<file path="config.mk">
export PLATFORM = sky130hd
export DESIGN_NAME = keypad_scan_encoder
export DESIGN_NICKNAME = d
export VERILOG_FILES = /design/src/rtl/keypad_scan_encoder.sv
export SDC_FILE = /design/constraint.sdc
export NUM_CORES = 1
export LEC_CHECK = 0
export BUFFER_PORTS_ARGS = -buffer_cell sky130_fd_sc_hd__buf_2
export CORE_AREA = 3 3 50 52
export DETAILED_ROUTE_END_ITERATION = 10
export DIE_AREA = 0 0 53 55
export PLACE_DENSITY_LB_ADDON = 0.2
export SYNTH_ARGS = -nofsm -noshare
export SYNTH_HDL_FRONTEND = slang
export SYNTH_SLANG_ARGS = --single-unit
export TNS_END_PERCENT = 50
</file>
<file path="constraint.sdc">
create_clock -name clk -period 2.59 [get_ports clk]
set_clock_uncertainty 0.1 [all_clocks]
set_input_delay 0.777 -clock clk [delete_from_list [all_inputs] [get_ports clk]]
set_output_delay 0.777 -clock clk [all_outputs]
set_load 0.1 [all_outputs]
</file>
<file path="src/rtl/keypad_scan_encoder.sv">
// keypad_scan_encoder
//   Walks the 12-key keypad mux select, debounces a pressed line and reports
//   one 4-bit key code per press over a valid/ready handshake.
//
// Ports
//   clk        in   system clock (rising edge)
//   rst_n      in   asynchronous active-low reset
//   scan_en    in   scanning enable (ignored while a key is held)
//   sel_out    out  [3:0] select code to the keypad mux (0..11)
//   key_in     in   mux output, 1 = selected key pressed
//   key_code   out  [3:0] reported key code
//   key_valid  out  key_code is valid
//   key_ready  in   consumer accepts the key
//   key_held   out  reported key is still down
//   overrun    out  sticky: a press was dropped while a report was pending
module keypad_scan_encoder #(
    parameter int SETTLE_CYCLES  = 2,
    parameter int DEBOUNCE_COUNT = 4
) (
    input  logic       clk,
    input  logic       rst_n,
    input  logic       scan_en,
    output logic [3:0] sel_out,
    input  logic       key_in,
    output logic [3:0] key_code,
    output logic       key_valid,
    input  logic       key_ready,
    output logic       key_held,
    output logic       overrun
);

    localparam int DW = $clog2(SETTLE_CYCLES + 1);
    localparam int CW = $clog2(DEBOUNCE_COUNT + 1);
    localparam logic [DW-1:0] DWELL_LAST = DW'(SETTLE_CYCLES - 1);
    localparam logic [CW-1:0] CNT_LAST   = CW'(DEBOUNCE_COUNT - 1);

    typedef enum logic [1:0] {SCAN, DEBOUNCE, HELD} state_t;

    state_t        state_q, state_d;
    logic [3:0]    sel_q, sel_d, sel_next;
    logic [DW-1:0] dwell_q, dwell_d;
    logic [CW-1:0] cnt_q, cnt_d;
    logic [3:0]    code_q, code_d;
    logic          valid_q, valid_d;
    logic          ovr_q, ovr_d;
    logic          report;
    logic          hs;

    always_ff @(posedge clk or negedge rst_n) begin
        if (!rst_n) begin
            state_q <= SCAN;
            sel_q   <= '0;
            dwell_q <= '0;
            cnt_q   <= '0;
            code_q  <= '0;
            valid_q <= 1'b0;
            ovr_q   <= 1'b0;
        end else begin
            state_q <= state_d;
            sel_q   <= sel_d;
            dwell_q <= dwell_d;
            cnt_q   <= cnt_d;
            code_q  <= code_d;
            valid_q <= valid_d;
            ovr_q   <= ovr_d;
        end
    end

    assign sel_next = (sel_q == 4'd11) ? 4'd0 : sel_q + 4'd1;

    // Scan / debounce / hold sequencing. cnt_q counts consecutive 1 samples
    // in DEBOUNCE and consecutive 0 samples in HELD.
    always_comb begin
        state_d = state_q;
        sel_d   = sel_q;
        dwell_d = dwell_q;
        cnt_d   = cnt_q;
        report  = 1'b0;
        case (state_q)
            SCAN: begin
                if (scan_en) begin
                    if (dwell_q == DWELL_LAST) begin
                        dwell_d = '0;
                        if (key_in) begin
                            if (DEBOUNCE_COUNT == 1) begin
                                // a single sample is already enough to accept
                                report  = 1'b1;
                                state_d = HELD;
                                cnt_d   = '0;
                            end else begin
                                state_d = DEBOUNCE;
                                cnt_d   = CW'(1);
                            end
                        end else begin
                            sel_d = sel_next;
                        end
                    end else begin
                        dwell_d = dwell_q + DW'(1);
                    end
                end
            end
            DEBOUNCE: begin
                if (!scan_en) begin
                    state_d = SCAN;
                    cnt_d   = '0;
                end else if (!key_in) begin
                    state_d = SCAN;
                    sel_d   = sel_next;
                    cnt_d   = '0;
                end else if (cnt_q == CNT_LAST) begin
                    report  = 1'b1;
                    state_d = HELD;
                    cnt_d   = '0;
                end else begin
                    cnt_d = cnt_q + CW'(1);
                end
            end
            HELD: begin
                if (key_in) begin
                    cnt_d = '0;
                end else if (cnt_q == CNT_LAST) begin
                    state_d = SCAN;
                    sel_d   = sel_next;
                    cnt_d   = '0;
                end else begin
                    cnt_d = cnt_q + CW'(1);
                end
            end
            default: begin
                state_d = SCAN;
                cnt_d   = '0;
                dwell_d = '0;
            end
        endcase
    end

    // Output handshake. A drop can never coincide with a handshake, so any
    // handshake clears overrun; a report on a handshake cycle simply reloads.
    always_comb begin
        hs      = valid_q && key_ready;
        code_d  = code_q;
        valid_d = valid_q;
        ovr_d   = ovr_q;
        if (hs) begin
            valid_d = 1'b0;
            ovr_d   = 1'b0;
        end
        if (report) begin
            if (!valid_q || hs) begin
                code_d  = sel_q;
                valid_d = 1'b1;
            end else begin
                ovr_d = 1'b1;
            end
        end
    end

    assign sel_out   = sel_q;
    assign key_code  = code_q;
    assign key_valid = valid_q;
    assign key_held  = (state_q == HELD);
    assign overrun   = ovr_q;

endmodule
</file>
==> results_dict.tcl, run 1 <==
set metrics [dict create \
    status "finished clean" \
    start_util_pct 42.46 \
    syn_inst 87 \
    hold_buffers 0 \
    netlist_area_um2 912.1 \
    antenna_violating_nets_post_route 0 \
    area_growth_pct 14.54 \
    synth.avg_cell_area_um2 10.48 \
    ys_seq_area_share_pct 46.64 \
    drv_cap 0 \
    drtPass1Iterations 4 \
    hp-class "input pin to asynchronous set/reset pin" \
    die_w_um 53 \
    crit_end "key_held" \
    drc 0 \
    io_buffer_count 15 \
    grt_usage_pct 14.49 \
    synth_top_area_share_pct 46.64 \
    finalHoldViolCount 0 \
    synth_top_cell_by_area "dfrtp_1" \
    cts.htree.levels 1 \
    yosys_warnings 0 \
    ios 16 \
    period_needed_ps 2497 \
    num_vias 688 \
    r2r_cells 5 \
    finalSetupViolCount 0 \
    drt_iter0_markers 7 \
    post_cts_buffers 0 \
    ys_top_cells_by_area "dfrtp_1, ha_1, mux2_2, a21oi_1, nand2b_1" \
    drv_slew 0 \
    rsz0062_at_grt "false" \
    cts_tree "built" \
    clockBufferDepth 2 \
    core_mm2 0.002148 \
    drive_above_1_share_pct 24.76 \
    crit_chain "inv_1 -> ha_1 -> buf_2" \
    post-dp-hpwl_um 1366 \
    wirelength_um 1787 \
    setup_tns_ps 0 \
    worst-setup-path-type "flop to primary output" \
    cts-root-buf "clkbuf_4" \
    crit_path_start "state_q[0]" \
    grt_pass1_wl_um 2987 \
    max_slew_margin_pct 64.75 \
    clk_pin_slew_ps 100 \
    dieArea_mm2 0.002915 \
    nets 117 \
    viasPerCell 5.173 \
    synth_cell_types 28 \
    synth_seq_cells 17 \
    final_cell_mix "dfrtp_1, buf_2, a21oi_1" \
    wl_per_cell_um 13.44 \
    final_common_cell "dfrtp_1" \
    fmax_mhz 400.5 \
    syn_nets 98 \
    antenna_found_initial 0 \
    die_y_um 55 \
    reg2reg_slack_ps 550 \
    cp_slowest_cell "buf_2" \
    diodes 0 \
    crit_path_start_kind "flop" \
    path_max_fanout 7 \
    grt_max_degree 18 \
    fin_crit_sh_pct 96.40 \
    rr_endpoint "sel_out[0]" \
    end_kind "primary output" \
    cts-resized-gates 0 \
    gr-total-overflow 0 \
    rows 17 \
    max_stage_delay_ps 480 \
    globalplace.congestion 0.7491 \
    cp_data_arrival_time_ps 1620 \
    cts_made_buffers 3 \
    required_ps 1710 \
    reg2reg_from "cnt_q[0]" \
    clock-sinks 17 \
    worstSkewPairLatency_ps 290 \
    tightest_slew_ps 525.2 \
    grt_pass1_vias 672 \
]
registers in the layout (all words and copies together), names as in the netlist:
register,cells
state_q,2
dwell_q,2
sel_out,4
overrun,1
key_valid,1
key_code,4
cnt_q,3
worst max-delay path, delay by kind of cell, from the launching register on:
kind	cells	cell delay, ps
adders and majority gates	1	300
buffers and inverters	2	580
DFF	1	450
cells by family after synthesis:
logic type	after synthesis	synth area share [%]
AO/OA/AOI/OAI	24	15.91
adder cells (fa/ha/maj)	6	8.230
buffers and inverters	6	2.469
flip-flops	17	46.64
multiplexers	8	10.70
AND/OR/NAND/NOR	26	16.05
worst min-delay path by stage:
stage	startpoint	cells after the start	endpoint	slack, ps
finish	rst_n	1	key_code[1]	290
CTS	rst_n	1	key_code[0]	290
detailed placement	dwell_q[1]	1	dwell_q[1]	400
floorplan	dwell_q[1]	1	dwell_q[1]	350
global placement	key_valid	1	overrun	370
global route	rst_n	1	overrun	300
area by class of cell:
class                           count  area (um2)
Fill cell                         203        1104
Inverter                            5       18.77
Sequential cell                    17       425.4
Timing Repair Buffer               15       75.07
Clock buffer                        4       26.28
Tap cell                           28       35.03
Multi-Input combinational cell     64       464.2
through the flow:
stage / hold WS, ps / utilization (%) / setup WS [ps] / instances / instance area (um2)
6_report: 292.8 / 48.63 / 93.15 / 133 / 1045
5_1_grt: 303.5 / 48.63 / 0.02343 / 133 / 1045
4_1_cts: 294.3 / 48.63 / 103.0 / 133 / 1045
3_5_place_dp: 396.6 / 47.41 / 193.4 / 129 / 1018
3_3_place_gp: 365.8 / 47.41 / 235.0 / 129 / 1018
2_1_floorplan: 354.6 / - / 258.9 / 87 / 912.1
metal layers:
metal	vias up	routed length (um)	global-route usage, %
met1	319	878	18.03
met3	4	80	3.217
li1	350	-	-
met2	15	791	22.93
met4	0	36	8.936
met5	-	0	0
Yosys cell counts, drive strengths merged:
library cell  instances
nor2b                 2
and3                  1
nand3b                2
a221o                 1
nand2b                6
dfrtp                17
nand2                 6
o22ai                 1
o2bb2ai               1
ha                    6
inv                   5
or3b                  1
o21bai                1
clkbuf                1
o21ai                 7
a21boi                1
nand3                 1
a31oi                 3
nor2                  5
mux2                  8
o21a                  1
a21oi                 7
o31ai                 1
nand4                 2
Power of run 1 is left out: the tool's default activity adds up to more than one toggle a clock period on the data nets, which glitch-free logic cannot reach.
==> inputs of run 2 (changes only) <==
--- a/config.mk
+++ b/config.mk
@@ -5,10 +5,11 @@
 export SDC_FILE = /design/constraint.sdc
 export NUM_CORES = 1
 export LEC_CHECK = 0
+export ABC_AREA = 1
 export BUFFER_PORTS_ARGS = -buffer_cell sky130_fd_sc_hd__buf_2
-export CORE_AREA = 3 3 50 52
+export CORE_AREA = 3 3 56 58
 export DETAILED_ROUTE_END_ITERATION = 10
-export DIE_AREA = 0 0 53 55
+export DIE_AREA = 0 0 59 61
 export PLACE_DENSITY_LB_ADDON = 0.2
 export SYNTH_ARGS = -nofsm -noshare
 export SYNTH_HDL_FRONTEND = slang
==> run 2 against run 1 <==
Compared with the run above: sequential cell count did not move; cell area rose by 11%; clock-buffer cell count did not move; sequential share of layout area fell by 4.1 points; via count rose by 21%; synthesized area rose by 13%; final cell count rose by 37%; worst setup slack improved by 91 ps; synthesized cell count rose by 53%; core utilization fell by 5.8 points; critical endpoint unchanged; largest cell class unchanged.
==> results_dict.tcl, run 2 <==
set metrics [dict create \
    final_common_cell "nand2_1" \
    final_cell_mix "nand2_1, dfrtp_1, buf_2" \
    cp_data_arrival_time_ps 1530 \
    grt_pass1_vias 808 \
    drtPass1Iterations 3 \
    grt_max_degree 18 \
    num_vias 832 \
    synth.avg_cell_area_um2 7.761 \
    setup_tns_ps 0 \
    fin_crit_sh_pct 92.90 \
    synth_cell_types 19 \
    yosys_warnings 0 \
    cts-root-buf "clkbuf_4" \
    antenna_violating_nets_post_route 0 \
    netlist_area_mm2 0.001032 \
    synth_common_cells "nand2_1, dfrtp_1, inv_1" \
    io_buffer_count 15 \
    ys_seq_area_share_pct 41.21 \
    post_cts_buffers 0 \
    fin_ws_ps 183.8 \
    core_mm2 0.002710 \
    gr-total-overflow 0 \
    drive_above_1_share_pct 27.15 \
    diodes 0 \
    synth-edff-count 0 \
    dpl_worst_slack_ps 505.9 \
    post-dp-hpwl_um 1489 \
    rows 19 \
    period_needed_ps 2406 \
    area_growth_pct 12.48 \
    dieArea_mm2 0.003599 \
    wl_per_cell_um 10.43 \
    wirelength_um 1898 \
    syn_nets 144 \
    vdd_drop_max_mv 0.8892 \
    path_buf_inv 2 \
    rsz0062_at_grt "false" \
    die_w_um 59 \
    ios 16 \
    crit_chain "inv_1 -> ha_1 -> buf_2" \
    synth_seq_cells 17 \
    drv_slew 0 \
    crit_family "buffers and inverters" \
    finalSetupViolCount 0 \
    fin_util_pct 42.84 \
    powerDensity_mw_per_mm2 1124 \
    clock-sinks 17 \
    crit_path_start_kind "flop" \
    grt_usage_pct 12.71 \
    syn_inst 133 \
    nets 163 \
    leakagePower_nw 0.6383 \
    max_stage_delay_ps 460 \
    synthFlopType "dfrtp_1" \
    path_max_fanout 5 \
    cp_slowest_cell "buf_2" \
    drv_cap 0 \
    cts-resized-gates 0 \
    synth_top_cell_by_area "dfrtp_1" \
    clk_pin_slew_ps 100 \
    synth-async-reset-ratio_pct 100.0 \
    clockBufferDepth 2 \
    worstSkewPairLatency_ps 280 \
    die_y_um 61 \
    viasPerCell 4.571 \
    finalHoldViolCount 0 \
    hold_buffers 0 \
    tightest_slew_ps 488.6 \
    cts.htree.levels 1 \
    grt_pass1_wl_um 3381 \
    start_util_pct 38.09 \
    antenna_found_initial 0 \
    required_ps 1710 \
    synth_top_area_share_pct 41.21 \
    status "finished clean" \
    cts_made_buffers 3 \
    ys_top_cells_by_area "dfrtp_1, nand2_1, ha_1, inv_1, nand3_2" \
    drc 0 \
    end_kind "primary output" \
    globalplace.congestion 0.8003 \
    drt_iter0_markers 13 \
    hp-class "input pin to asynchronous set/reset pin" \
    worst-setup-path-type "flop to primary output" \
    fmax_mhz 415.6 \
    synth_most_common_cell "nand2_1" \
    max_slew_margin_pct 67.65 \
    cts_tree "built" \
]
==> run 2: cell count changes in the layout (fill, tap and decap cells not counted), moves of 4 or more <==
cell	before	now
inv_2	0	6
mux2_2	4	0
nand2_2	0	5
nand2b_1	5	0
nand3_1	1	7
nand2_1	6	48
nand3_2	0	4
o21ai_0	5	0
inv_1	5	13
==> run 2: final timing paths <==
| kind | cells past startpoint | from | endpoint | slack [ps] |
|---|---|---|---|---|
| max | 3 | state_q[0] | key_held | 180 |
| min | 1 | rst_n | overrun | 300 |
| max reg2reg | 7 | state_q[1] | cnt_q[1] | 1000 |
| min reg2reg | 2 | key_code[0] | key_code[0] | 380 |
| max in group asynchronous | 1 | rst_n | dwell_q[0] | 1810 |
| min in group clk | 2 | key_code[0] | key_code[0] | 380 |
==> run 2: logic make-up after synthesis <==
logic type                 after synthesis  synth area share [%]
and+or+nand+nor                         76                 35.39
DFF                                     17                 41.21
AOI/OAI and AO/OA                       13                 7.758
buffers and inverters                   21                 8.363
adders and majority gates                6                 7.273
==> run 2: stage by stage <==
step                hold WS (ps)  std cells  power (W)  cell area, um2
floorplan                  353.1        133   0.001059            1032
global placement           361.5        178   0.001163            1135
detailed placement         363.6        178   0.001174            1135
CTS                        317.0        182   0.001321            1161
global route               314.4        182   0.001425            1161
finish                     296.6        182   0.001305            1161
==> run 2: cell type report <==
class                   count  area (um2)
inverters                  20       75.07
repair buffers             15       75.07
well taps                  31       38.79
flip-flops and latches     17       425.4
multi-input cells          95       520.5
clock buffers               4       26.28
fillers                   288        1549
==> run 2: power by group <==
part,switching [W],internal (W)
combinational,0.000574,0.000179
sequential,0.0000744,0.000336
clock,0.0000816,0.0000597
==> run 2: routing by layer <==
metal / up-vias / GRT usage, % / wire length, um
met2: 14 / 21.45 / 840
met4: 0 / 4.854 / 18
li1: 454 / - / -
met1: 362 / 16.02 / 960
met3: 2 / 2.553 / 79
met5: - / 0 / 0
Power figures use the tool's default switching activity.
